===== config.mk =====
export PLATFORM = sky130hd
export DESIGN_NAME = solver_dispatch
export DESIGN_NICKNAME = d
export VERILOG_FILES = /design/src/rtl/solver_dispatch.sv
export SDC_FILE = /design/constraint.sdc
export NUM_CORES = 1
export LEC_CHECK = 0
export BUFFER_PORTS_ARGS = -buffer_cell sky130_fd_sc_hd__buf_2
export CAP_MARGIN = 10
export CORE_MARGIN = 2
export CORE_UTILIZATION = 25
export CTS_CLUSTER_DIAMETER = 30
export CTS_CLUSTER_SIZE = 12
export DETAILED_ROUTE_END_ITERATION = 8
export PLACE_DENSITY_LB_ADDON = 0.05
export RECOVER_POWER = 25
export SYNTH_ARGS = -nofsm -noshare
export SYNTH_HDL_FRONTEND = slang
export SYNTH_SLANG_ARGS = --single-unit

===== constraint.sdc =====
create_clock -name clock -period 1.5 [get_ports clock]
set_input_delay 0.3 -clock clock [delete_from_list [all_inputs] [get_ports clock]]
set_output_delay 0.3 -clock clock [all_outputs]
set_load 0.1 [all_outputs]

===== src/rtl/solver_dispatch.sv =====
// Host-side initiator for one fractal solver core: loads limb count, iteration
// limit and the c limbs, pulses start, and returns the tagged iteration count.
module solver_dispatch #(
  parameter int LIMB_INDEX_BITS = 6,
  parameter int LIMB_BITS       = 32,
  parameter int TAG_BITS        = 16
) (
  input  logic                       clock,
  input  logic                       reset,
  input  logic                       cfg_num_limbs_en,
  input  logic [LIMB_INDEX_BITS-1:0] cfg_num_limbs,
  input  logic                       cfg_iter_lim_en,
  input  logic [15:0]                cfg_iter_lim,
  input  logic                       in_valid,
  output logic                       in_ready,
  input  logic [LIMB_BITS-1:0]       in_cre,
  input  logic [LIMB_BITS-1:0]       in_cim,
  input  logic [TAG_BITS-1:0]        in_tag,
  output logic                       sol_wr_en,
  output logic [LIMB_INDEX_BITS-1:0] sol_wr_ind,
  output logic [LIMB_BITS-1:0]       sol_cre_data,
  output logic [LIMB_BITS-1:0]       sol_cim_data,
  output logic                       sol_wr_num_limbs_en,
  output logic [LIMB_INDEX_BITS-1:0] sol_num_limbs_data,
  output logic                       sol_wr_iter_lim_en,
  output logic [15:0]                sol_iter_lim_data,
  output logic                       sol_start,
  input  logic                       sol_out_ready,
  input  logic [15:0]                sol_iteration_count,
  output logic                       out_valid,
  input  logic                       out_ready,
  output logic [15:0]                out_iterations,
  output logic                       out_escaped,
  output logic [TAG_BITS-1:0]        out_tag,
  output logic                       busy
);

  typedef enum logic [2:0] {
    ST_IDLE   = 3'd0,
    ST_CONFIG = 3'd1,
    ST_LOAD   = 3'd2,
    ST_START  = 3'd3,
    ST_BUSY   = 3'd4,
    ST_DONE   = 3'd5
  } state_t;

  localparam logic [LIMB_INDEX_BITS-1:0] ONE_LIMB  = LIMB_INDEX_BITS'(1);
  localparam logic [LIMB_INDEX_BITS-1:0] ZERO_LIMB = LIMB_INDEX_BITS'(0);
  localparam logic [15:0]                ITER_SAT  = 16'hFFFF;

  state_t                     state_r;
  state_t                     next_state_s;
  logic [LIMB_INDEX_BITS-1:0] shadow_limbs_r;
  logic [15:0]                shadow_iter_r;
  logic [LIMB_INDEX_BITS-1:0] job_limbs_r;
  logic [LIMB_INDEX_BITS-1:0] beat_cnt_r;
  logic [TAG_BITS-1:0]        tag_r;
  logic                       busy_wait_r;
  logic                       out_valid_r;
  logic [15:0]                out_iterations_r;
  logic                       out_escaped_r;
  logic [TAG_BITS-1:0]        out_tag_r;
  logic                       beat_xfer_s;
  logic                       load_result_s;

  // Next-state and protocol strobes, decoded from the current state.
  always_comb begin
    next_state_s        = state_r;
    in_ready            = 1'b0;
    sol_wr_en           = 1'b0;
    sol_wr_num_limbs_en = 1'b0;
    sol_wr_iter_lim_en  = 1'b0;
    sol_start           = 1'b0;
    beat_xfer_s         = 1'b0;
    load_result_s       = 1'b0;
    case (state_r)
      ST_IDLE: begin
        if (in_valid) next_state_s = ST_CONFIG;
        else          next_state_s = ST_IDLE;
      end
      ST_CONFIG: begin
        sol_wr_num_limbs_en = 1'b1;
        sol_wr_iter_lim_en  = 1'b1;
        next_state_s        = ST_LOAD;
      end
      ST_LOAD: begin
        in_ready = 1'b1;
        if (in_valid) begin
          beat_xfer_s = 1'b1;
          sol_wr_en   = 1'b1;
          if (beat_cnt_r == job_limbs_r - ONE_LIMB) next_state_s = ST_START;
          else                                      next_state_s = ST_LOAD;
        end else begin
          next_state_s = ST_LOAD;
        end
      end
      ST_START: begin
        sol_start    = 1'b1;
        next_state_s = ST_BUSY;
      end
      ST_BUSY: begin
        // The completion flag may still be stale from the previous job on the
        // first BUSY cycle, so only a later assertion counts.
        if (busy_wait_r && sol_out_ready) next_state_s = ST_DONE;
        else                              next_state_s = ST_BUSY;
      end
      ST_DONE: begin
        if (!out_valid_r || out_ready) begin
          load_result_s = 1'b1;
          next_state_s  = ST_IDLE;
        end else begin
          next_state_s = ST_DONE;
        end
      end
      default: begin
        next_state_s = ST_IDLE;
      end
    endcase
  end

  assign sol_wr_ind         = beat_cnt_r;
  assign sol_cre_data       = in_cre;
  assign sol_cim_data       = in_cim;
  assign sol_num_limbs_data = shadow_limbs_r;
  assign sol_iter_lim_data  = shadow_iter_r;
  assign busy               = (state_r != ST_IDLE);
  assign out_valid          = out_valid_r;
  assign out_iterations     = out_iterations_r;
  assign out_escaped        = out_escaped_r;
  assign out_tag            = out_tag_r;

  // Shadow configuration registers; a zero limb count is rejected.
  always_ff @(posedge clock) begin
    if (reset) begin
      shadow_limbs_r <= ONE_LIMB;
      shadow_iter_r  <= 16'd255;
    end else begin
      if (cfg_num_limbs_en && (cfg_num_limbs != ZERO_LIMB)) shadow_limbs_r <= cfg_num_limbs;
      if (cfg_iter_lim_en) shadow_iter_r <= cfg_iter_lim;
    end
  end

  // FSM state plus per-job bookkeeping (limb count, beat counter, tag).
  always_ff @(posedge clock) begin
    if (reset) begin
      state_r     <= ST_IDLE;
      job_limbs_r <= ONE_LIMB;
      beat_cnt_r  <= ZERO_LIMB;
      tag_r       <= {TAG_BITS{1'b0}};
      busy_wait_r <= 1'b0;
    end else begin
      state_r <= next_state_s;
      if (state_r == ST_CONFIG) begin
        job_limbs_r <= shadow_limbs_r;
        beat_cnt_r  <= ZERO_LIMB;
      end else if (beat_xfer_s) begin
        beat_cnt_r <= beat_cnt_r + ONE_LIMB;
      end
      if (beat_xfer_s && (beat_cnt_r == ZERO_LIMB)) tag_r <= in_tag;
      if (state_r == ST_START)     busy_wait_r <= 1'b0;
      else if (state_r == ST_BUSY) busy_wait_r <= 1'b1;
    end
  end

  // Result register; a reload in the same cycle as a drain wins.
  always_ff @(posedge clock) begin
    if (reset) begin
      out_valid_r      <= 1'b0;
      out_iterations_r <= 16'd0;
      out_escaped_r    <= 1'b0;
      out_tag_r        <= {TAG_BITS{1'b0}};
    end else if (load_result_s) begin
      out_valid_r      <= 1'b1;
      out_iterations_r <= sol_iteration_count;
      out_escaped_r    <= (sol_iteration_count != ITER_SAT);
      out_tag_r        <= tag_r;
    end else if (out_valid_r && out_ready) begin
      out_valid_r <= 1'b0;
    end
  end

endmodule


==> results of run 1 <==
## final cells by class
class / count / area, µm²
Multi-Input combinational cell: 284 / 1600
Tap cell: 211 / 264
Inverter: 6 / 22.5
Clock inverter: 3 / 45.0
Sequential cell: 88 / 1800
Timing Repair Buffer: 156 / 1090
Clock buffer: 13 / 272
Fill cell: 1643 / 10200
## where the power goes
part / switching (W) / internal (W) / leakage [nW]
Clock: 0.000943 / 0.00145 / 0.156
Combinational: 0.000743 / 0.000397 / 1.26
Sequential: 0.0000585 / 0.00241 / 0.722
Total: 0.00174 / 0.00425 / 2.14
## worst paths after layout
kind	end	slack, ns	start
worst max-delay path	busy	-0.15	state_r[1]
worst min register to register	out_tag[11]	0.45	tag_r[11]
worst max register to register	sol_wr_ind[5]	0.01	state_r[2]
worst min-delay path	sol_iter_lim_data[0]	0.16	cfg_iter_lim[0]
## per-stage QoR
| step | setup TNS, ns | hold slack, ns | util, % | total power (W) | cells |
|---|---|---|---|---|---|
| 2_1_floorplan | -3.61 | 0.418 | - | 0.00407 | 469 |
| 3_3_place_gp | -0.110 | 0.438 | 30.4 | 0.00360 | 735 |
| 3_5_place_dp | -0.347 | 0.446 | 30.4 | 0.00361 | 735 |
| 4_1_cts | -1.40 | 0.143 | 32.9 | 0.00610 | 755 |
| 5_1_grt | -1.91 | 0.155 | 33.4 | 0.00629 | 761 |
| 6_report | -0.692 | 0.162 | 33.4 | 0.00599 | 761 |
## layer usage
metal  vias up  wire length, µm
li1       1626                -
met1      1406             4420
met2       113             4790
met3        28              830
met4         0              184
met5         -                0
## state kept, by name, indices dropped and copies added, names as in the netlist
signal / count
out_iterations: 16
out_tag: 16
sol_iter_lim_data: 16
tag_r: 16
job_limbs_r: 6
sol_num_limbs_data: 6
sol_wr_ind: 6
state_r: 3
busy_wait_r: 1
out_escaped: 1
out_valid: 1
## critical path, cell delays in order, from the launching register on
cell	delay [ns]
dfxtp_2	0.33
buf_6	0.11
or3_4	0.39
buf_12	0.17
## cells by family (layout without fill, tap and decap cells)
logic type | Yosys count | count (layout) | share of synthesized area, %
compound gates | 77 | 77 | 11.6
xor+xnor | 13 | 13 | 2.90
fa+ha+maj | 3 | 3 | 0.955
buf+inv | 97 | 178 | 16.5
flops | 88 | 88 | 44.8
mux | 14 | 14 | 3.57
simple gates | 177 | 177 | 19.7
## cells in the final DEF, fill, tap and decap left out, drive strengths merged, types with 2 or more instances in the layout
cell and n:
nor4 2, clkbuf 14, nand2 113, and3 2
a21oi 59, ha 3, mux2i 14, dfxtp 88
or3 2, nand4 8, nand3 2, nor3 4
nor2 29, xor2 8, a31oi 3, nor2b 10
nand2b 2, inv 8, buf 155, a211o 9
xnor2 5
## synth_stat cells (2+ instances only)
cell type / count / share of area, %
nand4_1: 7 / 1.1
nand2_1: 113 / 11
nor2b_1: 10 / 1.6
mux2i_1: 14 / 3.6
ha_1: 3 / 0.96
nand3_1: 2 / 0.25
buf_2: 10 / 1.3
clkbuf_1: 11 / 1.1
buf_6: 3 / 0.86
or3_1: 2 / 0.32
inv_1: 5 / 0.48
a31oi_1: 3 / 0.48
nand2b_1: 2 / 0.32
a211o_1: 9 / 2.0
a21oi_1: 58 / 7.4
dfxtp_1: 88 / 45
and3_1: 2 / 0.32
buf_4: 66 / 13
nor2_1: 28 / 2.7
xor2_1: 8 / 1.8
nor3_1: 4 / 0.51
xnor2_1: 5 / 1.1
## repair_timing
action | CTS | global route
buffers inserted | 4 | 6
gates resized for setup | 11 | 12
hold endpoints to repair | 0 | 0
pin swaps | 3 | 6
endpoints found under the setup margin | 9 | 35
gates cloned | 0 | 0
==> results.md, run 1 <==
* Post-route cell area at 5100 µm²
* RSZ-0062 raised after global routing: true
* First-pass GRT wire length at 16.1 mm
* Post-Synthesis Cell Area at 3930 µm²
* Final hold vios at 0
* Global route hottest layer: met2
* Cell area after placement at 4640 µm²
* Clock sink count at 88
* FMAX at 606 MHz
* Starting Density at 25.8%
* Initial antenna violation count at 0
* Die height at 129 µm
* Outcome: finished, violations left
* RePlAce Congestion at 0.707
* CTS tree: built
* Pin count of the biggest net entering global routing at 44
* Reg clk slew, reported paths at 0.06 ns
* Failing checks: setup timing
* CP Launch Type: flip-flop
* Vias in the first global route at 3,225
* Final wirelength at 10.2 mm
* CP max FO at 3
* CTS max path bufs at 2
* Cells after synthesis at 469
* Slew Viols, Final at 0
* Total of max-cap violations at 0
* Worst slew pin tran at 0.502 ns
* # diodes at 0
* Setup slack after placement at -0.0701 ns
* Sequential area share after synthesis at 44.8%
* Mean Syn Cell Area at 8.38 µm²
* Total number of H-tree levels at 3
* Worst min path class: in2reg
* GRT overflow at 0
* Die X at 129 µm
* Hpwl dp at 7.13 mm
* Routing usage on met3 at 4.67%
* First-pass detailed-route iteration total at 4
* Met2 usage at 20.8%
* Clk root buf: clkbuf_16
* Setup violations, final at 6
* GRT Util Overall at 12.5%
* Layout cells sized above 1 at 37.1%
* R2r worst-path depth at 6
* PwrDens at 1180 nW/µm²
* Mean routed wirelength per cell at 13.4 µm
* Full die area at 16,700 µm²
* Inserted Clock Buffers at 9
* Async SR Flop Fraction at 0%
* Met1 Use GR at 14.6%
* Yosys reg bits at 88
* Vias per cell at 4.17
* Core area at 15,300 µm²
* Distinct cell type count after synthesis at 38
* VDD IR max at 0.000642 V
* Hold depth at 2
* Drc violations at 0
* Post-synth top flop: dfxtp_1
* Crit end category: output port
* Row count at 45
* Final period utilization at 110%
* Port Buffer Count at 128
* Vias after detailed routing at 3,173
* Leak Pwr at 2.14 nW
* Initial DRC count at 128
* Io pins at 257
* Worst-Skew Late Latency at 0.34 ns
* Post-route ant nets at 0
* Ys Warns at 0
* Rel. slew slack at 66.5%
* CTS Hold Buffers Added at 0
* Setup ws final at -0.150 ns
* Post-Syn Nets at 597
* Post-layout min period at 1.65 ns
* Area delta synth->final at 29.7%
* Critical path type: reg2out
* Req. time, crit path at 1.20 ns
* Clock skew at 0.00674 ns
* WP data arrival at 1.35 ns
* Number of flops mapped to enable cells by yosys at 0
* Layout Nets at 673
No activity file was read; power rests on OpenSTA's default activity.
==> run 2, diff against run 1 <==
--- a/config.mk
+++ b/config.mk
@@ -7,6 +7,8 @@
 export LEC_CHECK = 0
 export BUFFER_PORTS_ARGS = -buffer_cell sky130_fd_sc_hd__buf_2
 export CAP_MARGIN = 10
+export CELL_PAD_IN_SITES_DETAIL_PLACEMENT = 1
+export CELL_PAD_IN_SITES_GLOBAL_PLACEMENT = 1
 export CORE_MARGIN = 2
 export CORE_UTILIZATION = 25
 export CTS_CLUSTER_DIAMETER = 30
@@ -14,6 +16,7 @@
 export DETAILED_ROUTE_END_ITERATION = 8
 export PLACE_DENSITY_LB_ADDON = 0.05
 export RECOVER_POWER = 25
+export SETUP_SLACK_MARGIN = 0.02
 export SYNTH_ARGS = -nofsm -noshare
 export SYNTH_HDL_FRONTEND = slang
 export SYNTH_SLANG_ARGS = --single-unit
==> run 2 against run 1 <==
  * The run still ends with setup timing left
  * Worst hold slack got worse by 0.013 ns
  * Sequential power about the same
  * Final cell count increased by 0.53%
  * First-iteration DRC count increased by 7.8%
  * Non-clock buffer count increased by 3
  * Clock-buffer cell count decreased by 3
  * Critical path depth unchanged
  * Global-route usage increased by 0.94 points
  * Core utilization increased by 0.39 points
  * Sequential cell count unchanged
  * Setup slack got worse by 0.013 ns
  * Maximum frequency decreased by 0.76%
  * Critical path type unchanged
  * Critical endpoint unchanged
  * Largest cell class unchanged
==> results.md, run 2 (synthesized netlist as in run 1, its figures left out) <==
* Core area at 15,300 µm²
* Worst path bufs/invs at 2
* Hold Path Sink: sol_iter_lim_data[6]
* Hpwl dp at 7.70 mm
* GRT overflow at 0
* Fillers at 1,817
* CP Launch Type: flip-flop
* Leak Pwr at 2.15 nW
* Post-layout min period at 1.66 ns
* Fin util at 33.8%
* Worst min path class: in2reg
* Starting Density at 25.8%
* Met2 usage at 20.7%
* Global route hottest layer: met2
* Total of max-cap violations at 0
* Met1 Use GR at 16.2%
* First-pass GRT wire length at 17.5 mm
* Pin count of the biggest net entering global routing at 36
* Die height at 129 µm
* First-pass detailed-route iteration total at 4
* Final hold vios at 0
* Port Buffer Count at 128
* Total number of H-tree levels at 3
* Clock sink count at 88
* Drc violations at 0
* Critical path type: reg2out
* Layout Nets at 676
* Req. time, crit path at 1.20 ns
* Outcome: finished, violations left
* Crit end category: output port
* WP data arrival at 1.36 ns
* Area delta synth->final at 31.2%
* Setup violations, final at 6
* RSZ-0062 raised after global routing: true
* Reg2Reg Setup Slack at 0.02 ns
* Clock skew at 0.00754 ns
* Slew Viols, Final at 0
* Worst path top cell family by delay: simple AND/OR/NAND/NOR gates
* CTS max path bufs at 2
* Post-route ant nets at 0
* FMAX at 602 MHz
* VDD IR max at 0.000545 V
* PwrDens at 1190 nW/µm²
* Setup TNS at -0.727 ns
* Worst r2r src: state_r[1]
* Clk root buf: clkbuf_16
* Final period utilization at 111%
* GRT Util Overall at 13.4%
* Setup ws final at -0.162 ns
* R2R Path End: out_escaped
* Initial DRC count at 138
* Routing usage on met3 at 6.90%
* Initial antenna violation count at 2
* Rel. slew slack at 66.5%
* Row count at 45
* Worst-path cell chain: buf_6 -> or3_4 -> buf_12
* CP max FO at 4
* CTS Hold Buffers Added at 0
* Layout cells sized above 1 at 38.7%
* Failing checks: setup timing
* RePlAce Congestion at 0.757
* Final wirelength at 11.1 mm
* Setup slack after placement at -0.0641 ns
* Vias in the first global route at 3,368
* Die X at 129 µm
* Vias per cell at 4.31
* Hold depth at 2
* Inserted Clock Buffers at 9
* Slowest cell on the critical path: or3_4
* Io pins at 257
* Vias after detailed routing at 3,297
* Mean routed wirelength per cell at 14.5 µm
* Slowest cell delay on critical path at 0.39 ns
* R2r worst-path depth at 6
* Reg clk slew, reported paths at 0.07 ns
* Crit path depth at 3
* Full die area at 16,700 µm²
* CTS tree: built
* Hold wc startpoint: cfg_iter_lim[6]
* Commonest non-fill, non-tap cell in the layout: nand2_1
* Worst-Skew Late Latency at 0.35 ns
* Most frequent cells in the layout: 112 x nand2_1, 104 x buf_2, 76 x dfxtp_1, 57 x a21oi_1, 29 x buf_4
* Worst slew pin tran at 0.506 ns
[run 2: changes by cell type in the layout (fill, tap and decap cells not counted), sizes merged]
cell	change
buf	-4
bufinv	+1
clkbuf	+4
clkinv	+1
diode	+1
inv	+1
[run 2: stage by stage]
stage | instances | power, W | hold slack [ns] | area [µm²]
after floorplan | 469 | 0.00407 | 0.418 | 4040
after global placement | 736 | 0.00361 | 0.439 | 4620
after detailed placement | 736 | 0.00362 | 0.446 | 4620
after CTS | 759 | 0.00623 | 0.133 | 5060
after global routing | 765 | 0.00645 | 0.139 | 5160
final | 765 | 0.00614 | 0.149 | 5160
[run 2: final cells by class]
| class | count | area (µm²) | share of cell area, % |
|---|---|---|---|
| Sequential cell | 88 | 1800 | 34.8 |
| Clock inverter | 6 | 88.8 | 1.72 |
| Antenna cell | 1 | 2.50 | 0.0485 |
| Timing Repair Buffer | 159 | 1120 | 21.8 |
| Inverter | 6 | 22.5 | 0.437 |
| Tap cell | 211 | 264 | 5.12 |
| Clock buffer | 10 | 239 | 4.63 |
| Multi-Input combinational cell | 284 | 1620 | 31.4 |
[run 2: repair_timing]
item / CTS / global route
cloned: 0 / 0
gates resized for setup: 20 / 20
buffers inserted: 7 / 5
endpoints found under the setup margin: 15 / 70
pin swaps: 5 / 5
[run 2: worst max path at each step]
stage / start / end
floorplan: state_r[2] / sol_wr_num_limbs_en
global placement: cfg_num_limbs[5] / sol_num_limbs_data[2]
detailed placement: cfg_num_limbs[5] / sol_num_limbs_data[2]
CTS: state_r[2] / busy
global route: state_r[2] / sol_wr_iter_lim_en
finish: state_r[2] / busy
[run 2: metal layers]
metal	up-vias	routed length, µm
met2	108	5010
li1	1626	-
met5	-	13
met4	2	163
met3	25	988
met1	1536	4910
[run 2: worst register-to-register path, cell delays in order, from the launching register on]
cell	delay [ns]
dfxtp_2	0.34
inv_1	0.24
nand3_1	0.16
nor2b_2	0.17
buf_4	0.24
nor2_1	0.07
a211oi_1	0.19
[run 2: report_power, final]
| group | switching (W) | internal (W) | total (W) |
|---|---|---|---|
| clock network | 0.000985 | 0.00151 | 0.00250 |
| registers | 0.0000608 | 0.00241 | 0.00247 |
| logic | 0.000761 | 0.000414 | 0.00118 |
| total | 0.00181 | 0.00433 | 0.00614 |
==> run 3, diff against run 2 <==
--- a/config.mk
+++ b/config.mk
@@ -16,7 +16,8 @@
 export DETAILED_ROUTE_END_ITERATION = 8
 export PLACE_DENSITY_LB_ADDON = 0.05
 export RECOVER_POWER = 25
-export SETUP_SLACK_MARGIN = 0.02
+export SETUP_SLACK_MARGIN = 0.1
+export SLEW_MARGIN = 10
 export SYNTH_ARGS = -nofsm -noshare
 export SYNTH_HDL_FRONTEND = slang
 export SYNTH_SLANG_ARGS = --single-unit
==> run 3 against run 2 <==
  * The flow still finishes with violations (setup timing)
  * Sequential share of layout area down 2.4 points
  * First-iteration DRC count is 51% lower
  * Final cell count increased by 0.39%
  * Combinational power increased by 6%
  * Wire length rose by 1.5%
  * Worst hold slack gained 0.016 ns
  * Clock-buffer cell count is 4 higher
  * Clock skew is 0.0026 ns lower
  * Critical path type unchanged
  * Core utilization rose by 2.4 points
==> results.md, run 3 (synthesized netlist as in run 1, its figures left out) <==
* Die X at 129 µm
* Core area at 15,300 µm²
* Worst min path class: in2reg
* Final cell count without fillers at 768
* First-pass GRT wire length at 17.6 mm
* GRT overflow at 0
* Placed cells at 736
* Pin count of the biggest net entering global routing at 47
* FMAX at 609 MHz
* # diodes at 0
* Post-route ant nets at 0
* Final period utilization at 110%
* Hold slack at 0.164 ns
* Setup ws final at -0.143 ns
* PwrDens at 1070 nW/µm²
* Vias per cell at 4.34
* Final wirelength at 11.2 mm
* Clock skew at 0.00490 ns
* Post-layout min period at 1.64 ns
* Most frequent cells in the layout: 98 x nand2_1, 77 x dfxtp_1, 69 x buf_4, 60 x buf_2, 40 x a21oi_1
* Io pins at 257
* Area delta synth->final at 40.7%
* Worst-Skew Late Latency at 0.33 ns
* CTS tree: built
* Cell area after placement at 4590 µm²
* GRT Util Overall at 13.3%
* Clock sink count at 88
* Leak Pwr at 2.31 nW
* Inserted Clock Buffers at 9
* Clk root buf: clkbuf_16
* Outcome: finished, violations left
* Layout cells sized above 1 at 43.6%
* Final hold vios at 0
* Starting Density at 25.8%
* Vias in the first global route at 3,509
* Port Buffer Count at 128
* Slew Viols, Final at 0
* Crit end category: output port
* Vias after detailed routing at 3,335
* Critical path type: reg2out
* Initial antenna violation count at 0
* Drc violations at 0
* CTS max path bufs at 2
* Row count at 45
* Fillers at 1,783
* Worst slew pin tran at 0.498 ns
* Rel. slew slack at 66.8%
* Total power at 0.00590 W
* Setup TNS at -0.652 ns
* Full die area at 16,700 µm²
* Total number of H-tree levels at 3
* CP Launch Type: flip-flop
* Layout Nets at 681
* VDD IR max at 0.000477 V
* Failing checks: setup timing
* CP max FO at 5
* Hpwl dp at 7.68 mm
* First-pass detailed-route iteration total at 4
* WP data arrival at 1.34 ns
* Initial DRC count at 67
* Commonest non-fill, non-tap cell in the layout: nand2_1
* Req. time, crit path at 1.20 ns
* Setup violations, final at 7
* Total of max-cap violations at 0
* CTS Hold Buffers Added at 0
* RePlAce Congestion at 0.770
* Mean routed wirelength per cell at 14.6 µm
* Reg clk slew, reported paths at 0.06 ns
* RSZ-0062 raised after global routing: true
* Die height at 129 µm
* Post-route cell area at 5530 µm²
[run 3: metrics by stage]
stage | utilization, % | setup slack (ns)
5_1_grt | 36.2 | -0.195
3_3_place_gp | 30.1 | -0.0391
4_1_cts | 34.9 | -0.163
6_report | 36.2 | -0.143
2_1_floorplan | - | -0.302
3_5_place_dp | 30.1 | -0.0810
[run 3: worst paths after layout]
path / start / endpoint / slack (ns) / cells past startpoint
max: state_r[2] / sol_wr_num_limbs_en / -0.14 / 5
min: cfg_iter_lim[0] / sol_iter_lim_data[0] / 0.16 / 2
max reg2reg: state_r[2] / state_r[0] / -0.02 / 7
min reg2reg: tag_r[8] / out_tag[8] / 0.45 / 2
[run 3: timing repair]
| item | CTS | global route |
|---|---|---|
| setup endpoints to repair | 96 | 70 |
| buffers inserted | 11 | 3 |
| pin swaps | 28 | 10 |
| gates resized for setup | 114 | 30 |
| gates cloned | 1 | 2 |
[run 3: where the power goes]
group          internal (W)  switching [W]  total, W  leakage, nW
clock network       0.00131       0.000882   0.00219        0.144
registers           0.00241      0.0000592   0.00247        0.722
logic              0.000455       0.000792   0.00125         1.44
[run 3: cell type report]
cell class              instances  area [µm²]  area share [%]
clock buffers                  14         285            5.16
clock inverters                 1        8.76           0.158
repair buffers                164        1380            25.0
well taps                     211         264            4.77
inverters                       6        22.5           0.407
flip-flops and latches         88        1800            32.5
multi-input cells             284        1770            32.1
[run 3: per-layer routing]
| metal | global-route usage (%) | part of all wire (%) |
|---|---|---|
| met1 | 16.0 | 44 |
| met2 | 21.9 | 47 |
| met3 | 4.00 | 7.1 |
| met4 | 5.75 | 2.2 |
| met5 | 0 | 0 |
[run 3: worst max-delay path, stage by stage (launching register included)]
cell and delay, ns:
dfxtp_2 0.34, buf_6 0.12, nand2b_4 0.15, nor2_4 0.10, buf_12 0.13, buf_12 0.17
